File: config.mk
export PLATFORM = sky130hd
export DESIGN_NAME = seq_serializer
export DESIGN_NICKNAME = d
export VERILOG_FILES = /design/src/rtl/seq_serializer.sv
export SDC_FILE = /design/constraint.sdc
export NUM_CORES = 1
export LEC_CHECK = 0
export BUFFER_PORTS_ARGS = -buffer_cell sky130_fd_sc_hd__buf_2
export CORE_UTILIZATION = 50
export CTS_BUF_LIST = sky130_fd_sc_hd__clkbuf_4
export CTS_CLUSTER_DIAMETER = 100
export DETAILED_ROUTE_END_ITERATION = 12
export HOLD_SLACK_MARGIN = 0.05
export PLACE_DENSITY = 0.71
export SETUP_SLACK_MARGIN = 0.3
export SKIP_CTS_REPAIR_TIMING = 1
export SYNTH_ARGS = -nofsm -noshare
export SYNTH_HDL_FRONTEND = slang
export SYNTH_SLANG_ARGS = --single-unit
File: constraint.sdc
create_clock -name clk -period 5.4 [get_ports clk]
set_input_delay 0.81 -clock clk [delete_from_list [all_inputs] [get_ports clk]]
set_output_delay 0.81 -clock clk [all_outputs]
set_load 0.05 [all_outputs]
File: src/rtl/seq_serializer.sv
// rtl/seq_serializer.sv - parallel-to-serial feeder, MSB-first, one-word hold buffer (optional parity: SEQ_SERIALIZER_PARITY_EN)
module seq_serializer #(
   parameter int WIDTH = 8
) (
   input  logic             clk,
   input  logic             rst,
   input  logic [WIDTH-1:0] load_data,
   input  logic             load_valid,
   output logic             load_ready,
   output logic             Data_out,
   output logic             bit_valid,
   output logic             word_done,
   output logic             busy
);

   localparam int CW = $clog2(WIDTH + 1);

`ifdef SEQ_SERIALIZER_PARITY_EN
   typedef enum logic [1:0] {IDLE = 2'd0, SHIFT = 2'd1, PARITY = 2'd2} state_t;
`else
   typedef enum logic [1:0] {IDLE = 2'd0, SHIFT = 2'd1} state_t;
`endif

   state_t           state;
   state_t           state_nxt;
   logic [WIDTH-1:0] sh;
   logic [CW-1:0]    cnt;
   logic [WIDTH-1:0] hold;
   logic             hold_full;
`ifdef SEQ_SERIALIZER_PARITY_EN
   logic             par;
   logic             do_parity;
`endif

   logic accept;
   logic end_word;
   logic ld_direct;
   logic ld_hold;
   logic do_shift;
   logic go_idle;
   logic to_hold;

   // Ready depends only on the hold flag, so there is no path from load_valid.
   assign load_ready = !hold_full;
   assign accept     = load_valid && !hold_full;
   assign busy       = (state != IDLE) || hold_full;

   // State register.
   always_ff @(posedge clk or negedge rst) begin
      if (!rst) begin
         state <= IDLE;
      end else begin
         state <= state_nxt;
      end
   end

   // Next state and per-edge datapath controls; the word end decides hold drain, direct load or idle.
   always_comb begin
      state_nxt = state;
      end_word  = 1'b0;
      ld_direct = 1'b0;
      ld_hold   = 1'b0;
      do_shift  = 1'b0;
      go_idle   = 1'b0;
      to_hold   = 1'b0;
`ifdef SEQ_SERIALIZER_PARITY_EN
      do_parity = 1'b0;
`endif
      case (state)
         IDLE: begin
            if (accept) begin
               ld_direct = 1'b1;
               state_nxt = SHIFT;
            end
         end
         SHIFT: begin
            if (cnt != '0) begin
               do_shift = 1'b1;
               to_hold  = accept;
            end else begin
`ifdef SEQ_SERIALIZER_PARITY_EN
               do_parity = 1'b1;
               to_hold   = accept;
               state_nxt = PARITY;
`else
               end_word  = 1'b1;
`endif
            end
         end
`ifdef SEQ_SERIALIZER_PARITY_EN
         PARITY: begin
            end_word = 1'b1;
         end
`endif
         default: begin
            state_nxt = IDLE;
         end
      endcase
      if (end_word) begin
         if (hold_full) begin
            ld_hold   = 1'b1;
            state_nxt = SHIFT;
         end else if (accept) begin
            ld_direct = 1'b1;
            state_nxt = SHIFT;
         end else begin
            go_idle   = 1'b1;
            state_nxt = IDLE;
         end
      end
   end

   // Shifter, counter, hold buffer and registered serial outputs.
   always_ff @(posedge clk or negedge rst) begin
      if (!rst) begin
         sh        <= '0;
         cnt       <= '0;
         hold      <= '0;
         hold_full <= 1'b0;
         Data_out  <= 1'b0;
         bit_valid <= 1'b0;
         word_done <= 1'b0;
`ifdef SEQ_SERIALIZER_PARITY_EN
         par       <= 1'b0;
`endif
      end else begin
         if (ld_direct) begin
            // The MSB goes straight to the line; sh keeps the bits still to come.
            sh        <= {load_data[WIDTH-2:0], 1'b0};
            cnt       <= CW'(WIDTH - 1);
            Data_out  <= load_data[WIDTH-1];
            bit_valid <= 1'b1;
            word_done <= 1'b0;
`ifdef SEQ_SERIALIZER_PARITY_EN
            par       <= ^load_data;
`endif
         end else if (ld_hold) begin
            sh        <= {hold[WIDTH-2:0], 1'b0};
            cnt       <= CW'(WIDTH - 1);
            Data_out  <= hold[WIDTH-1];
            bit_valid <= 1'b1;
            word_done <= 1'b0;
            hold_full <= 1'b0;
`ifdef SEQ_SERIALIZER_PARITY_EN
            par       <= ^hold;
`endif
         end else if (do_shift) begin
            sh        <= {sh[WIDTH-2:0], 1'b0};
            cnt       <= cnt - CW'(1);
            Data_out  <= sh[WIDTH-1];
            bit_valid <= 1'b1;
`ifdef SEQ_SERIALIZER_PARITY_EN
            word_done <= 1'b0;
`else
            word_done <= (cnt == CW'(1));
`endif
`ifdef SEQ_SERIALIZER_PARITY_EN
         end else if (do_parity) begin
            Data_out  <= par;
            bit_valid <= 1'b1;
            word_done <= 1'b1;
`endif
         end else if (go_idle) begin
            Data_out  <= 1'b0;
            bit_valid <= 1'b0;
            word_done <= 1'b0;
         end
         // Only taken while hold is empty, so it never collides with a drain.
         if (to_hold) begin
            hold      <= load_data;
            hold_full <= 1'b1;
         end
      end
   end

endmodule
After elaboration in Yosys (flattened, before gate mapping). Index checks and enable logic that the tools add are counted.

Reductions and logical operators: 11. Equal/unequal tests: 5. $add $sub $neg: 1. Multiplexer cells: 40.

Operators with widths (count): 1-bit 2-to-1 mux (31); 8-bit 2-to-1 mux (3); 4-bit 2-to-1 mux (3); 4-bit nonzero test (2); 4-bit by 1-bit equality test with 1-bit output, second input constant (1); 2-bit 2-to-1 mux (2); 2-bit one-hot mux with 2 select lines (1); 2-bit AND reduction (2); 2-bit nonzero test (2); 4-bit by 1-bit subtractor with 4-bit output, second input constant (1); 3-bit inequality test, second input constant (1); 3-bit nonzero test (1); 2-bit by 1-bit equality test with 1-bit output, second input constant (1); 2-bit zero test (1); 2-bit by 1-bit inequality test with 1-bit output, second input constant (1); 2-bit inequality test, second input constant (1); 1-bit logical AND (1); 1-bit zero test (1); 1-bit logical OR (1).

Input bits: 11. Bits in registers: 26. Word-level logic and storage cells: 65. Output and inout bits: 5.

Depth between registers and ports, before layout. Gate-level depths: netlist of the first run.

Word-level depth: 9. Depth in mapped cells: 8. Mapped depth without buffers: 8.

Worst setup path after synthesis of the first run. No wires, ideal clock.

Kind: reg2reg. Start point: reg cnt[0]. End point: reg hold[0]. Cell stages (with the launch flop): 9. Path buffers: 2. Path slack: 3.374 ns. Required time: 5.275 ns. Arrival: 1.902 ns. Library setup time: 0.125 ns. Clock period less this slack: 2.026 ns. Path through: dfrtp_1 -> inv_1 -> ha_1 -> or3b_1 -> buf_6 -> and2_4 -> buf_6 -> nand2_2 -> mux2_2.

Longest elaborated chain between the ends: 3.

Ends and longest elaborated chain: start: declaration (RTL line 27) `logic [CW-1:0] cnt;`; start signal: assignment (RTL line 130) `cnt <= CW'(WIDTH - 1);`; start signal: assignment (RTL line 139) `cnt <= CW'(WIDTH - 1);`; start signal: assignment (RTL line 149) `cnt <= cnt - CW'(1);`; 4-bit nonzero test (RTL line 77) `if (cnt != '0) begin`; 1-bit 2-to-1 mux (RTL line 77); 1-bit 2-to-1 mux (RTL line 69) `case (state)`; end signal: assignment (RTL line 170) `hold <= load_data;`; end: declaration (RTL line 28) `logic [WIDTH-1:0] hold;`.

Every way passes these cells. A chain may end at the register's enable or synchronous reset.

Worst setup path in the final report of the first run.
Start point: reg cnt[0]. End point: reg sh[1].

Longest elaborated chain between the ends: 6. Elaborated cells on any way between the ends: 10. Classes of those cells: mux: 8; reduce/logical: 2.

Ends and longest elaborated chain: 4-bit nonzero test (*) (RTL line 77); 1-bit 2-to-1 mux (RTL line 77); 1-bit 2-to-1 mux (RTL line 69); 1-bit 2-to-1 mux (RTL line 99) `if (end_word) begin`; 8-bit 2-to-1 mux (RTL line 137) `end else if (ld_hold) begin`; 8-bit 2-to-1 mux (RTL line 127) `if (ld_direct) begin`; end signal: assignment (RTL line 129) `sh <= {load_data[WIDTH-2:0], 1'b0};`; end signal: assignment (RTL line 138) `sh <= {hold[WIDTH-2:0], 1'b0};`; end signal: assignment (RTL line 148) `sh <= {sh[WIDTH-2:0], 1'b0};`; end: declaration (RTL line 26) `logic [WIDTH-1:0] sh;`.

Mark *: on every way between the ends. The rest lies on a longest branch, timed or not.

==> results of run 1 <==
## synthesized netlist by cell type
cell type	count	area share [%]
clkbuf_1	5	1.5
inv_1	4	1.2
ha_1	2	2.0
a221o_1	6	4.9
nor2b_1	1	0.51
o221a_2	1	0.92
a32oi_1	1	0.72
o211ai_1	1	0.61
nor3b_2	1	1.0
nand2_2	1	0.51
a31oi_1	1	0.51
o21ai_0	10	4.1
or2_2	1	0.51
a22o_1	7	5.0
mux2_2	9	8.3
a221o_2	1	0.92
a21oi_1	5	2.0
nor2_1	11	3.4
buf_6	2	1.8
a21oi_2	1	0.72
and2_4	1	0.72
dfrtp_1	24	49
mux2i_1	2	1.6
nor3_1	10	4.1
nor4b_1	1	0.72
or3b_1	1	0.72
nand2_1	5	1.5
## routing by layer
metal  track usage [%]  share of wire [%]  up-vias
li1                  -                  -      453
met1             29.83                 49      469
met2             31.17                 47       22
met3             3.571                3.5        4
met4             6.757                1.3        0
met5                 0                  0        -
## registers in the layout, summed over array words and instances (netlist names)
register / count
hold_full: 1
hold: 8
cnt: 4
Data_out: 1
state: 1
bit_valid: 1
word_done: 1
sh: 7
## layout by cell type (no fill, tap or decap)
cell type / count
dfrtp_1: 24
buf_2: 15
nor2_1: 11
nor3_1: 10
o21ai_0: 10
mux2_2: 9
a22o_1: 7
a221o_1: 6
nand2_1: 5
a21oi_1: 5
inv_1: 4
clkbuf_4: 3
mux2i_1: 2
ha_1: 2
or2_2: 1
nor2b_1: 1
or3b_1: 1
and2_4: 1
nand2_2: 1
nor3b_2: 1
a21oi_2: 1
nor4b_1: 1
a31oi_1: 1
a221o_2: 1
o211ai_1: 1
o221a_2: 1
a32oi_1: 1
## cell families after synthesis
kind of cell	Yosys count	synth area share [%]
buffers and inverters	11	4.610
AOI/OAI and AO/OA	34	20.49
DFF	24	49.18
and+or+nand+nor	33	13.73
muxes	11	9.939
adders and majority gates	2	2.049
## power by group through the flow
stage          clock (uW)  sequential [uW]  combinational, uW
2_1_floorplan           0              344                322
3_3_place_gp            0              351                375
3_5_place_dp            0              355                383
4_1_cts              78.4              350                386
5_1_grt              87.7              366                427
6_report             76.4              352                383
## final cells by class
class                      count  area share (%)
clock buffer                   3           1.716
inverter                       4           1.144
multi-input combinational     80           42.99
sequential                    24           45.76
tap                           28           2.669
timing repair buffer          15           5.720
## worst paths after layout
| path | slack (ps) | startpoint | cells after the start | endpoint |
|---|---|---|---|---|
| worst max-delay path | 2930 | cnt[0] | 7 | sh[1] |
| worst min-delay path | 450 | rst | 1 | word_done |
| worst max register to register | 2930 | cnt[0] | 7 | sh[1] |
| worst min register to register | 510 | word_done | 1 | word_done |
| max in group asynchronous | 4600 | rst | 1 | hold[3] |
| min in group clk | 510 | word_done | 1 | word_done |
## worst reg2reg max path: stages, from the launching register on
cell and delay [ps]:
dfrtp_1 450, inv_1 80, ha_1 230, nor3b_2 630
nand2_1 190, a21oi_2 390, inv_1 130, o221a_2 270
## stage by stage
step	std cells	worst slack (ps)	instance area (um^2)
6_report	154	2933	1313
4_1_cts	154	2937	1313
2_1_floorplan	115	3374	1221
3_5_place_dp	151	2894	1290
3_3_place_gp	151	2859	1290
5_1_grt	154	2729	1313
==> impl_metrics.tcl, run 1 <==
set metrics [dict create \
    nets 141 \
    grt_max_degree 25 \
    p_per_area_mw_per_mm2 618.2 \
    status "finished, final reports clean" \
    cap_violations 0 \
    cts_root_buffer "clkbuf_4" \
    endpoint_kind "register" \
    area_growth_pct 7.480 \
    syn_area_per_cell_um2 10.62 \
    cts_buffers 3 \
    finalHoldViolations 0 \
    port_buffers 15 \
    multi_input_area_um2 564.3 \
    numClockSinks 24 \
    slew_violations 0 \
    setup_tns_ps 0 \
    hp-class "input port to asynchronous set/reset pin" \
    cts_tree "yes" \
    worstSetupPathType "register to register" \
    crit_chain "inv_1 -> ha_1 -> nor3b_2 -> nand2_1 -> a21oi_2 -> inv_1 -> o221a_2" \
    synth-seq-area-share_pct 49.18 \
    worstPathRequired_ps 5610 \
    grt_usage_pct 20.63 \
    top_level_ports 16 \
    routed_wl_um 2362 \
    cpLargestDelayFamily "simple AND/OR/NAND/NOR gates" \
    leakagePower_uw 0.0005867 \
    ant_nets 0 \
    period_share_pct 45.68 \
    antenna_cells 0 \
    crit_buf_inv 2 \
    clockPowerShare_pct 9.4 \
    h-tree-depth 1 \
    critPathLaunchType "register" \
    core_mm2 0.002255 \
    vias 948 \
    max_freq_mhz 405.4 \
    slowest_delay_ps 630 \
    hold_slack_ps 452.4 \
    clock_skew_ps 6.320 \
    syn_area_mm2 0.001221 \
    clkLatencyLatePin_ps 310 \
    start_util_pct 54.16 \
    path_clk_slew_ps 130 \
    die_x_um 51.42 \
    seq_area_um2 600.6 \
    die_area_mm2 0.002644 \
    cp_common_cell "inv_1" \
    synth_cells 115 \
    tightestPinTransition_ps 892.0 \
    fillers 214 \
    arrival_ps 2680 \
    fin_util_pct 58.21 \
    yosys_warnings 0 \
    layout_min_cycle_time_ps 2467 \
    drt_pre_antenna_iters 4 \
    rsz0062_at_grt "no" \
    drive_gt1_share_pct 26.98 \
    p_seq_share_pct 43.4 \
    dieHeight_um 51.42 \
    ys_types 27 \
    combPwrFrac_pct 47.2 \
    swShare_pct 42.05 \
    slowest_stage "nor3b_2" \
    wire_per_inst_um 15.34 \
    rows 17 \
    grt_pass1_wl_um 3995 \
    drt-initial-drc-count 21 \
    path_max_fanout 12 \
    grt_pass1_vias 875 \
    gp_congestion 0.7595 \
    cts_buffer_depth 2 \
    drc 0 \
    ir_drop_uv 326.4 \
    via_per_inst 6.156 \
    syn_nets 128 \
    antenna_found_initial 0 \
    power.switching_uw 341.2 \
    setup-violations-final 0 \
    ys_seq_elements 24 \
    place.detailed.hpwl_um 1635 \
    power_uw 811.4 \
    internal-power_uw 470.2 \
    overflow 0 \
    slew_headroom_pct 40.41 \
]
Note: power is estimated with default switching activity, not from simulation.
==> run 2, diff against run 1 <==
- clock period: 5.4 -> 2.35 ns (I/O delays scaled with it)
==> run 2 against run 1 <==
Worst hold slack got worse by 190 ps. Sequential share of layout area is 3.0 points lower. Global-route usage grew 2.6 points. Non-clock buffer count up 6. Utilization increased by 4.1 points. Power grew to 2.6 times the previous value. Sequential power grew 130%. Clock power grew to 4.0 times the previous value. Clock skew rose by 8.7 ps. Register-to-register slack got worse by 2500 ps. Critical path type is now register to output port. Largest power group unchanged. Highest routed layer unchanged.
==> impl_metrics.tcl, run 2 (synthesis gave the netlist of run 1 again) <==
set metrics [dict create \
    wire_per_inst_um 16.34 \
    grt_pass1_vias 889 \
    h-tree-depth 1 \
    via_per_inst 6.050 \
    arrival_ps 1610 \
    nets 147 \
    antenna_found_initial 0 \
    hp-class "input port to register" \
    most-common-layout-cells "dfrtp_1 (24), buf_2 (15), nor2_1 (11)" \
    finalHoldViolations 0 \
    slowest_stage "dfrtp_1" \
    combPwrFrac_pct 46.9 \
    die_area_mm2 0.002644 \
    clock_skew_ps 15.07 \
    fillers 216 \
    grt_usage_pct 23.19 \
    setup-violations-final 0 \
    drt-initial-drc-count 31 \
    p_per_area_mw_per_mm2 1479 \
    slew_headroom_pct 64.69 \
    worstPathRequired_ps 2000 \
    area_growth_pct 14.96 \
    period_share_pct 83.49 \
    status "finished, final reports clean" \
    top_regs "hold (8), sh (7), cnt (4)" \
    top_level_ports 16 \
    final_common_cell "dfrtp_1" \
    path_max_fanout 13 \
    leakagePower_uw 0.0006343 \
    ant_nets 0 \
    cts_buffer_depth 2 \
    crit_chain "buf_4 -> or2_2 -> buf_2" \
    path_clk_slew_ps 140 \
    overflow 0 \
    max_freq_mhz 509.7 \
    drc 0 \
    worstSetupPathType "register to output port" \
    p_seq_share_pct 38.6 \
    rows 17 \
    slew_violations 0 \
    cts_tree "yes" \
    endpoint_kind "output port" \
    largest_reg_flops 8 \
    ir_drop_uv 782.2 \
    hold_slack_ps 261.8 \
    swShare_pct 40.34 \
    top_register "hold" \
    rsz0062_at_grt "no" \
    cap_violations 0 \
    routed_wl_um 2631 \
    critPathLaunchType "register" \
    cts_root_buffer "clkbuf_4" \
    die_x_um 51.42 \
    clkLatencyLatePin_ps 330 \
    layout_min_cycle_time_ps 1962 \
    power.switching_uw 837.8 \
    place.detailed.hpwl_um 1796 \
    drt_pre_antenna_iters 4 \
    cts_buffers 3 \
    clockPowerShare_pct 14.5 \
    port_buffers 15 \
    antenna_cells 0 \
    gp_congestion 0.8691 \
    core_mm2 0.002255 \
    dieHeight_um 51.42 \
    internal-power_uw 1239 \
    vias 974 \
    drive_gt1_share_pct 30.83 \
    numClockSinks 24 \
    grt_max_degree 25 \
    slowest_delay_ps 550 \
    grt_pass1_wl_um 4360 \
    setup_tns_ps 0 \
    start_util_pct 54.16 \
    tightestPinTransition_ps 529.6 \
]
==> run 2: power by group through the flow <==
stage | combinational (uW) | sequential, uW | clock, uW
final | 974 | 801 | 302
after global routing | 1070 | 826 | 324
after global placement | 922 | 791 | 0
after CTS | 956 | 787 | 311
after floorplan | 739 | 791 | 0
after detailed placement | 955 | 795 | 0
==> run 2: path summary, 6_finish.rpt <==
kind | startpoint | endpoint | slack, ps | cells after the start
worst max-delay path | state[0] | busy | 390 | 3
worst min-delay path | load_data[4] | hold[4] | 260 | 2
worst max register to register | cnt[1] | hold[0] | 400 | 6
worst min register to register | word_done | word_done | 520 | 1
max in group asynchronous | rst | hold[1] | 1470 | 2
min in group asynchronous | rst | sh[7] | 510 | 2
==> run 2: cell type report <==
cell class | instances | area, um^2 | area share (%)
Clock buffer | 3 | 22.52 | 1.604
Clock inverter | 1 | 30.03 | 2.139
Inverter | 4 | 15.01 | 1.070
Multi-Input combinational cell | 80 | 578.1 | 41.18
Sequential cell | 24 | 600.6 | 42.78
Tap cell | 28 | 35.03 | 2.496
Timing Repair Buffer | 21 | 122.6 | 8.734
==> run 2: critical path: cells and delay by family, from the launching register on <==
family	cells	cell delay (ps)
DFF	1	550
buffers and inverters	2	460
and+or+nand+nor	1	290
==> run 2: per-stage QoR <==
step	total power (uW)	setup slack, ps	std cells	instance area, um^2	utilization, %
3_3_place_gp	1713	411.4	156	1328	58.88
6_report	2077	388.0	161	1404	62.26
2_1_floorplan	1530	323.7	115	1221	-
5_1_grt	2222	303.2	161	1404	62.26
4_1_cts	2054	346.5	160	1380	61.21
3_5_place_dp	1749	370.1	156	1328	58.88
==> run 2: routing by layer <==
| metal | GRT usage, % | part of all wire (%) | up-vias |
|---|---|---|---|
| li1 | - | - | 464 |
| met4 | 15.32 | 2.5 | 0 |
| met1 | 32.70 | 46 | 462 |
| met5 | 0 | 0 | - |
| met2 | 32.25 | 45 | 41 |
| met3 | 3.869 | 6.7 | 7 |
==> run 3, diff against run 2 <==
- clock period: 2.35 -> 1.82 ns (I/O delays scaled with it)
==> run 3 against run 2 <==
Combinational power up 60%. Sequential share of layout area shrank 3.4 points. Sequential power increased by 24%. Utilization grew 5.4 points. Via count up 7.1%. Critical path depth increased by 3. Wire length grew 1.9%. First-iteration DRC count up 29%. Sequential cell count stayed put.
==> impl_metrics.tcl, run 3 (synthesis gave the netlist of run 1 again) <==
set metrics [dict create \
    path_clk_slew_ps 140 \
    antenna_cells 0 \
    hp-class "input port to register" \
    cts_tree "yes" \
    finalHoldViolations 0 \
    endpoint_kind "register" \
    crit_chain "inv_2 -> ha_4 -> or3b_4 -> and2_4 -> a221o_1 -> a22o_1" \
    multi_input_area_um2 596.8 \
    numClockSinks 24 \
    cap_violations 0 \
    clock_skew_ps 7.619 \
    ir_drop_uv 981.0 \
    most-common-layout-cells "dfrtp_1 (23), buf_4 (17), buf_2 (14)" \
    fillers 195 \
    vias 1043 \
    r2r-start "cnt[1]" \
    power_uw 2937 \
    ant_nets 0 \
    start_util_pct 54.16 \
    die_x_um 51.42 \
    grt_max_degree 25 \
    crit_buf_inv 1 \
    drt_pre_antenna_iters 4 \
    path_max_fanout 8 \
    die_area_mm2 0.002644 \
    seq_area_um2 601.8 \
    placedInstanceArea_mm2 0.001395 \
    wire_per_inst_um 15.50 \
    leakagePower_uw 0.0006935 \
    layout_min_cycle_time_ps 1818 \
    via_per_inst 6.029 \
    worstPathRequired_ps 2040 \
    slowest_stage "dfrtp_1" \
    slew_headroom_pct 63.69 \
    cts_buffer_depth 2 \
    rsz0062_at_grt "yes" \
    top_level_ports 16 \
    final_common_cell "dfrtp_1" \
    drc 0 \
    dp_slack_ps -8.191 \
    min_from "load_data[4]" \
    core_mm2 0.002255 \
    max_freq_mhz 550.0 \
    area_growth_pct 25.00 \
    overflow 0 \
    fin_area_mm2 0.001526 \
    routed_wl_um 2681 \
    startpoint "cnt[1]" \
    cpLargestDelayFamily "simple AND/OR/NAND/NOR gates" \
    tightestPinTransition_ps 544.6 \
    setup_slack_ps 1.770 \
    grt_usage_pct 23.11 \
    grt_pass1_wl_um 4450 \
    slowest_delay_ps 420 \
    grt_pass1_vias 990 \
    cts_root_buffer "clkbuf_4" \
    nets 159 \
    cts_buffers 3 \
    slew_violations 0 \
    largest_reg_flops 8 \
    top_register "hold" \
    critPathLaunchType "register" \
    port_buffers 15 \
    arrival_ps 2030 \
    gp_congestion 0.8359 \
    dieHeight_um 51.42 \
    worstSetupPathType "register to register" \
    setup_tns_ps 0 \
    top_regs "hold (8), sh (7), cnt (4)" \
    p_per_area_mw_per_mm2 1924 \
    hold_slack_ps 196.0 \
    drt-initial-drc-count 40 \
    antenna_found_initial 0 \
    status "finished, final reports clean" \
    h-tree-depth 1 \
    clkLatencyLatePin_ps 320 \
    setup-violations-final 0 \
    place.detailed.hpwl_um 1862 \
    drive_gt1_share_pct 40.69 \
    r2r_setup_slack_ps 2 \
    period_share_pct 99.90 \
    rows 17 \
]
-- run 3: path summary, 6_finish.rpt --
path / endpoint / depth (start not counted)
worst max register to register: sh[3] / 6
max in group asynchronous: hold_full / 2
worst min-delay path: hold[4] / 2
min in group asynchronous: cnt[2] / 2
worst min register to register: hold[6] / 1
worst max-delay path: sh[3] / 6
-- run 3: layer usage --
layer | track usage (%) | wire length [um] | vias to the layer above
met5 | 0 | 0 | -
met4 | 7.207 | 16 | 0
met3 | 7.738 | 179 | 2
met2 | 37.01 | 1337 | 45
met1 | 29.31 | 1147 | 508
li1 | - | - | 488
-- run 3: stage by stage --
step                      std cells  util (%)
after floorplan                 115         -
after global placement          163     61.88
after detailed placement        163     61.88
after CTS                       167     64.21
after global routing            173     67.70
final                           173     67.70
-- run 3: cell type report --
| cell class | count | area share, % |
|---|---|---|
| Timing Repair Buffer | 33 | 14.59 |
| Clock inverter | 1 | 1.967 |
| Tap cell | 28 | 2.295 |
| Multi-Input combinational cell | 80 | 39.10 |
| Sequential cell | 24 | 39.43 |
| Inverter | 4 | 1.148 |
| Clock buffer | 3 | 1.475 |
-- run 3: where the power goes --
part           switching, uW  leakage [uW]  internal [uW]
Sequential               202      0.000282            793
Combinational            780      0.000384            776
Clock                    164     0.0000279            223
Total                   1150      0.000693           1790
-- run 3: worst register-to-register path, delay by kind of cell (launching register included) --
family	cells	cell delay, ps
compound gates	2	500
simple gates	2	580
fa+ha+maj	1	130
buf+inv	1	80
flops	1	420
